## config.mk

```make
export PLATFORM = sky130hd
export DESIGN_NAME = muldiv_seq
export DESIGN_NICKNAME = d
export VERILOG_FILES = /design/src/rtl/muldiv_seq.sv
export SDC_FILE = /design/constraint.sdc
export NUM_CORES = 1
export LEC_CHECK = 0
export BUFFER_PORTS_ARGS = -buffer_cell sky130_fd_sc_hd__buf_2
export CELL_PAD_IN_SITES_DETAIL_PLACEMENT = 1
export CELL_PAD_IN_SITES_GLOBAL_PLACEMENT = 2
export CORE_ASPECT_RATIO = 1.4
export CORE_MARGIN = 3
export CORE_UTILIZATION = 36
export DETAILED_ROUTE_END_ITERATION = 12
export PLACE_DENSITY_LB_ADDON = 0.1
export SLEW_MARGIN = 20
export SYNTH_ARGS = -nofsm -noshare
export SYNTH_HDL_FRONTEND = slang
export SYNTH_SLANG_ARGS = --single-unit
```

## constraint.sdc

```tcl
create_clock -name clk -period 6.32 [get_ports clk]
set_input_delay 0.632 -clock clk [delete_from_list [all_inputs] [get_ports clk]]
set_output_delay 0.632 -clock clk [all_outputs]
set_load 0.01 [all_outputs]
```

## src/rtl/muldiv_seq.sv

```systemverilog
// RV32M iterative multiply/divide: XLEN+1 cycles accept-to-done (1 for divide corner cases).
// Backpressure: stall_o holds the pipeline while an op is pending; flush_i aborts and releases it at once.
module muldiv_seq #(
  parameter int XLEN  = 32,
  parameter int CNT_W = 5
) (
  input  logic            clk,
  input  logic            rst_n,
  input  logic            flush_i,
  input  logic            valid_i,
  input  logic [2:0]      op_i,
  input  logic [XLEN-1:0] rs1_i,
  input  logic [XLEN-1:0] rs2_i,
  output logic            stall_o,
  output logic            done_o,
  output logic [XLEN-1:0] result_o
);

  typedef enum logic [1:0] {IDLE, CALC, DONE} state_t;

  localparam logic [XLEN-1:0] MIN_NEG = {1'b1, {(XLEN-1){1'b0}}};

  state_t           state_q, state_d;
  logic [CNT_W-1:0] cnt_q;
  logic [2:0]       op_q;
  logic             neg_q;
  logic [XLEN-1:0]  b_q, hi_q, lo_q, result_q;

  // Operand conversion at accept
  logic            is_div, a_signed, b_signed, sa, sb, neg_d;
  logic            div_zero, div_ovf, corner, accept, last;
  logic [XLEN-1:0] mag_a, mag_b, corner_res;

  always_comb begin
    is_div     = op_i[2];
    a_signed   = (op_i == 3'd1) || (op_i == 3'd2) || (op_i == 3'd4) || (op_i == 3'd6);
    b_signed   = (op_i == 3'd1) || (op_i == 3'd4) || (op_i == 3'd6);
    sa         = a_signed & rs1_i[XLEN-1];
    sb         = b_signed & rs2_i[XLEN-1];
    mag_a      = sa ? -rs1_i : rs1_i;
    mag_b      = sb ? -rs2_i : rs2_i;
    // REM takes the sign of the dividend; everything else the product of signs
    neg_d      = (is_div && op_i[1]) ? sa : (sa ^ sb);
    div_zero   = (rs2_i == '0);
    div_ovf    = ~op_i[0] && (rs1_i == MIN_NEG) && (rs2_i == '1);
    corner     = is_div && (div_zero || div_ovf);
    corner_res = '0;
    if (div_zero) corner_res = op_i[1] ? rs1_i : '1;
    else          corner_res = op_i[1] ? '0 : rs1_i;
  end

  // One iteration: hi/lo hold {acc,multiplier} for multiply and {rem,quot} for divide
  logic [XLEN:0]     mul_sum, div_sh, div_diff;
  logic              div_ge;
  logic [XLEN-1:0]   hi_nx, lo_nx, quot_s, rem_s, final_res;
  logic [2*XLEN-1:0] prod, prod_s;

  always_comb begin
    mul_sum  = {1'b0, hi_q} + (lo_q[0] ? {1'b0, b_q} : '0);
    div_sh   = {hi_q, lo_q[XLEN-1]};
    div_diff = div_sh - {1'b0, b_q};
    div_ge   = ~div_diff[XLEN];
    if (op_q[2]) begin
      hi_nx = div_ge ? div_diff[XLEN-1:0] : div_sh[XLEN-1:0];
      lo_nx = {lo_q[XLEN-2:0], div_ge};
    end else begin
      hi_nx = mul_sum[XLEN:1];
      lo_nx = {mul_sum[0], lo_q[XLEN-1:1]};
    end
    prod   = {hi_nx, lo_nx};
    prod_s = neg_q ? -prod : prod;
    quot_s = neg_q ? -lo_nx : lo_nx;
    rem_s  = neg_q ? -hi_nx : hi_nx;
    case (op_q)
      3'd0:       final_res = prod_s[XLEN-1:0];
      3'd4, 3'd5: final_res = quot_s;
      3'd6, 3'd7: final_res = rem_s;
      default:    final_res = prod_s[2*XLEN-1:XLEN];
    endcase
  end

  always_comb begin
    accept  = (state_q == IDLE) && valid_i && !flush_i;
    last    = (state_q == CALC) && (cnt_q == CNT_W'(XLEN-1));
    state_d = state_q;
    case (state_q)
      IDLE:    if (accept) state_d = corner ? DONE : CALC;
      CALC:    if (last) state_d = DONE;
      DONE:    state_d = IDLE;
      default: state_d = IDLE;
    endcase
    if (flush_i) state_d = IDLE;
  end

  always_ff @(posedge clk or negedge rst_n) begin
    if (!rst_n) state_q <= IDLE;
    else        state_q <= state_d;
  end

  always_ff @(posedge clk or negedge rst_n) begin
    if (!rst_n) begin
      cnt_q    <= '0;
      op_q     <= '0;
      neg_q    <= 1'b0;
      b_q      <= '0;
      hi_q     <= '0;
      lo_q     <= '0;
      result_q <= '0;
    end else if (flush_i) begin
      cnt_q <= '0;
    end else if (accept) begin
      op_q  <= op_i;
      neg_q <= neg_d;
      b_q   <= mag_b;
      hi_q  <= '0;
      lo_q  <= mag_a;
      cnt_q <= '0;
      if (corner) result_q <= corner_res;
    end else if (state_q == CALC) begin
      hi_q  <= hi_nx;
      lo_q  <= lo_nx;
      cnt_q <= last ? '0 : cnt_q + 1'b1;
      if (last) result_q <= final_res;
    end
  end

  assign done_o   = (state_q == DONE);
  assign stall_o  = valid_i & ~done_o & ~flush_i;
  assign result_o = result_q;

endmodule

```

* Word-level counts from Yosys, hierarchy flattened
Index checks and enable logic that the tools add are counted.
** Operators by class
- Add/sub/neg operators :: 8
- Eq/ne operators :: 16
- Mux-type cells :: 31
- Bitwise logic cells :: 9
- Reductions and logical operators :: 26
** Operator list (number)
- $mux W32 :: 19
- $neg A32 Y32 :: 4
- $pmux W32 S3 :: 1
- $eq A32 B32 Y1 const B :: 2
- $mux W64 :: 1
- $neg A64 Y64 :: 1
- $add A32 B32 Y33 :: 1
- $sub A33 B32 Y33 :: 1
- $logic_not A32 Y1 :: 1
- $mux W5 :: 4
- $eq A3 B3 Y1 const B :: 6
- $mux W2 :: 4
- $logic_and A1 B1 Y1 :: 7
- $logic_or A1 B1 Y1 :: 6
- $ne A3 B3 Y1 const B :: 2
- $reduce_and A2 Y1 :: 3
- $add A5 B1 Y5 const B :: 1
- $eq A5 B5 Y1 const B :: 1
- $and A1 B1 Y1 :: 4
- $not A1 Y1 :: 4
- $pmux W2 S2 :: 1
- $reduce_and A4 Y1 :: 1
- $reduce_bool A2 Y1 :: 2
- $reduce_or A2 Y1 :: 2
- 11 further kinds :: 11
** Word-level totals
- Register bits after elaboration :: 139
- Input bits :: 71
- Output and inout bits :: 34

* Longest topological paths before layout
- Depth after elaboration :: 9
- Mapped depth :: 26

* Worst setup path after synthesis
No wires, ideal clock.
- Path type :: reg2reg
- Start :: register lo_q[31]
- End :: register result_q[30] (netlist: result_o[30])
- Library setup time :: 0.135 ns
- Arrival :: 4.995 ns
- Required time :: 6.185 ns
- Setup slack :: 1.190 ns
- Stages on the path, launching flop included :: 26
- Cell sequence :: dfrtp_1 -> inv_1 -> ha_1 -> inv_1 -> fa_1 -> a211oi_1 -> nor3b_2 -> o211ai_1 -> a21bo_2 -> a21oi_2 -> nor2_1 -> buf_2 -> clkbuf_1 -> o21ai_0 -> o22a_1 -> inv_1 -> ha_1 -> inv_1 -> a21oi_1 -> nand3b_1 -> or3_1 -> nand3b_4 -> o41ai_2 -> xnor2_1 -> a2111oi_2 -> a211oi_1
** Between the ends
- Word-level cells in the longest chain between the ends :: 9
- Elaborated cells on any way between the ends :: 15
- Those cells by class :: add/sub: 4; mux: 10; bitwise: 1
** RTL lines
- start: declaration :: RTL line 27 : logic [XLEN-1:0] b_q, hi_q, lo_q, result_q;
- start signal: assignment :: RTL line 116 : lo_q <= mag_a;
- start signal: assignment :: RTL line 121 : lo_q <= lo_nx;
- $sub A33 B32 Y33 :: RTL line 61 : div_diff = div_sh - {1'b0, b_q};
- $mux W32 or $not A1 Y1 (tied branches) :: RTL line 64, 62
- $mux W32 :: RTL line 63 : if (op_q[2]) begin
- $neg A64 Y64 (tied with other cells) :: RTL line 71 : prod_s = neg_q ? -prod : prod;
- $mux W64 (tied with other cells) :: RTL line 71
- $pmux W32 S3 (*) :: RTL line 74 : case (op_q)
- $mux W32 (*) :: RTL line 123 : if (last) result_q <= final_res;
- $mux W32 (*) :: RTL line 119 : end else if (state_q == CALC) begin
- $mux W32 (*) :: RTL line 111 : end else if (accept) begin
- end signal: assignment :: RTL line 118 : if (corner) result_q <= corner_res;
- end signal: assignment :: RTL line 123
- end: declaration :: RTL line 27
Mark *: on every way between the ends. The rest lies on a longest branch, timed or not. The select of a mux whose other input is x is not followed.
A chain may end at the register's enable or synchronous reset.

* Worst setup path after layout
- Start :: register lo_q[31]
- End :: register result_q[2] (netlist: result_o[2])
Same word-level chain as after synthesis.

==> impl_metrics.tcl <==
set metrics [dict create \
    cts_root_buffer "clkbuf_16" \
    cts.htree.levels 4 \
    ys_seq_area_share_pct 23.3 \
    rsz0062_at_grt "no" \
    cts-buffers-inserted 17 \
    critPathCaptureType "flip-flop" \
    layout_common_cells "nand2_1, o21ai_0, a21oi_1" \
    min_path_type "in -> async" \
    dieArea_um2 44000 \
    core_um2 40600 \
    synth_ff_type "dfrtp_1" \
    globalplace.congestion 0.932 \
    mostFrequentLayoutCell "nand2_1" \
    grt_pass1_wl_mm 102 \
    viasPerCell 6.01 \
    outcome "complete, no violations" \
    required_ns 6.65 \
    synth_nets 2210 \
    ys_types 87 \
    p_leak_nw 7.15 \
    synth.cell_area_um2 14900 \
    synth-seq-cells 139 \
    critPathTopFamily "compound AO/OA/AOI/OAI gates" \
    synth.avg_cell_area_um2 7.23 \
    clkLatencyLatePin_ns 0.47 \
    firstDrtPassIters 4 \
    wl_mm 67.5 \
    drt_iter0_markers 798 \
    critPathMaxStageDelay_ns 0.63 \
    ant_nets 0 \
    drive_gt1_share_pct 11.1 \
    clock_skew_ns 0.0202 \
    pwr_density_cell_nw_per_um2 427 \
    grt_max_degree 86 \
    ir_worst_vdd_v 0.000210 \
    rows 87 \
    slew_headroom_pct 19.2 \
    die_w_um 178 \
    slew_viol_final 0 \
    critical_path_class "reg -> reg" \
    worst_ep_arrival_time_ns 6.27 \
    fp.dieH_um 247 \
    fmax_ghz 0.168 \
    start_util_pct 36.8 \
    cp-startpoint "lo_q[31]" \
    cts_resized 0 \
    syn_to_final_growth_pct 11.9 \
    crit_fanout 13 \
    finalHoldViolCount 0 \
    finalSetupViolCount 0 \
    reg2regPathDepth 21 \
    clk_path_buf_depth 2 \
    drc 0 \
    num_antenna_cells 0 \
    final_util_pct 41.2 \
    nets 2271 \
    groute.usage.overall_pct 30.8 \
    tns_ns 0 \
    cts_sinks 139 \
    vias 16100 \
    clk_pin_slew_ns 0.07 \
    cts_hold_buf 0 \
    tritoncts "done" \
    r2r_start "lo_q[31]" \
    worst_r2r_endpoint "result_o[2]" \
    slowest_stage "or3_1" \
    port_buffers 104 \
    antenna_found_initial 0 \
    startpoint_type "flip-flop" \
    synth-edff-count 0 \
    yosys_warnings 0 \
    cts_setup_buffers 0 \
    synth-async-reset-ratio_pct 100 \
    crit_buf_inv 2 \
    maxCapViolCount 0 \
    grt_overflow 0 \
    wire_per_inst_um 25.2 \
    dp_hpwl_mm 53.0 \
    grt_pass1_vias 16800 \
    boundaryPins 105 \
    post-route-period-util_pct 94.0 \
    r2r_setup_slack_ns 0.38 \
    worstMarginPinSlew_ns 1.21 \
    fin_crit_ns 5.94 \
    crit_chain "inv_1 -> ha_1 -> inv_1 -> fa_1 -> a211oi_1 -> nor3b_2 -> o211ai_1 -> a21boi_2 -> o31ai_4 -> o21a_1 -> ha_1 -> o21a_1 -> o2111ai_1 -> nor2_1 -> nand4_1 -> or3_1 -> and2_1 -> o21ai_0 -> mux2i_1 -> o211ai_1 -> a31oi_1" \
    netlist_instances 2066 \
]
[synth_stat cells, drive strengths merged (15+ instances only)]
cell / number / share of area (%)
a211oi: 18 / 0.90
nor4: 22 / 1.1
buf: 23 / 0.65
nand4: 23 / 0.96
xor2: 69 / 4.0
nor2: 156 / 3.9
a21o: 21 / 1.1
or3: 26 / 1.1
a21oi: 171 / 5.8
and2: 45 / 1.9
a31oi: 32 / 1.4
nand2: 303 / 7.6
nand3: 31 / 1.0
mux2i: 34 / 2.3
xnor2: 89 / 5.2
nor3: 78 / 2.7
ha: 71 / 5.9
o21ai: 257 / 8.6
o31ai: 39 / 2.1
o211ai: 22 / 1.1
nand2b: 20 / 0.84
dfrtp: 139 / 23
inv: 76 / 1.9
a22o: 15 / 0.88
and3: 17 / 0.71
clkbuf: 95 / 2.4
[layout make-up]
class,instances,area (µm²)
inverters,77,289
fillers,5160,23900
repair buffers,160,947
multi-input cells,1732,10700
well taps,534,668
clock buffers,21,470
clock inverters,10,118
flip-flops and latches,139,3480
[cell families after synthesis]
kind of cell / count (synthesis) / share of synthesized area [%]
xor+xnor: 158 / 9.27
flops: 139 / 23.3
mux: 44 / 3.03
compound gates: 699 / 29.3
simple gates: 758 / 23.9
buf+inv: 195 / 4.97
fa+ha+maj: 73 / 6.22
[worst register-to-register path, stage by stage (launching register included)]
cell,delay [ns]
dfrtp_1,0.41
inv_1,0.11
ha_1,0.18
inv_1,0.06
fa_1,0.43
a211oi_1,0.36
nor3b_2,0.12
o211ai_1,0.35
a21boi_2,0.21
o31ai_4,0.27
o21a_1,0.29
ha_1,0.23
o21a_1,0.15
o2111ai_1,0.24
nor2_1,0.27
nand4_1,0.26
or3_1,0.63
and2_1,0.33
o21ai_0,0.30
mux2i_1,0.15
o211ai_1,0.33
a31oi_1,0.14
[routing by layer]
metal,up-vias,track usage (%),share of wire (%)
li1,7591,-,-
met1,7954,35.5,40
met2,375,54.7,50
met3,134,3.07,2.9
met4,0,18.1,6.7
met5,-,0,0
[power breakdown]
group	total (mW)	internal, mW	switching, mW
combinational	4.53	1.60	2.93
clock	1.06	0.610	0.447
sequential	1.54	1.17	0.373
[worst max-delay path by stage]
stage | cells past startpoint | to | slack [ns]
final | 21 | result_o[2] | 0.38
after global routing | 23 | result_o[30] | 0.12
after CTS | 21 | result_o[2] | 0.47
after detailed placement | 21 | result_o[2] | 0.51
after global placement | 21 | result_o[2] | 0.66
after floorplan | 25 | result_o[30] | 1.19
[flip-flops by register name, indices dropped and copies added (netlist names)]
signal / flops
neg_q: 1
result_o: 32
b_q: 32
cnt_q: 5
op_q: 3
state_q: 2
hi_q: 32
lo_q: 32
[metrics by stage]
step | cells | hold WS [ns] | total power [mW] | setup slack [ns] | area [µm²]
final | 2673 | 0.214 | 7.13 | 0.379 | 16700
after global routing | 2673 | 0.275 | 7.64 | 0.121 | 16700
after CTS | 2673 | 0.263 | 7.12 | 0.472 | 16700
after detailed placement | 2642 | 0.473 | 6.02 | 0.506 | 16100
after global placement | 2642 | 0.465 | 5.98 | 0.664 | 16100
after floorplan | 2066 | 0.336 | 4.38 | 1.19 | 14900
(Power assumes the default switching activity.)
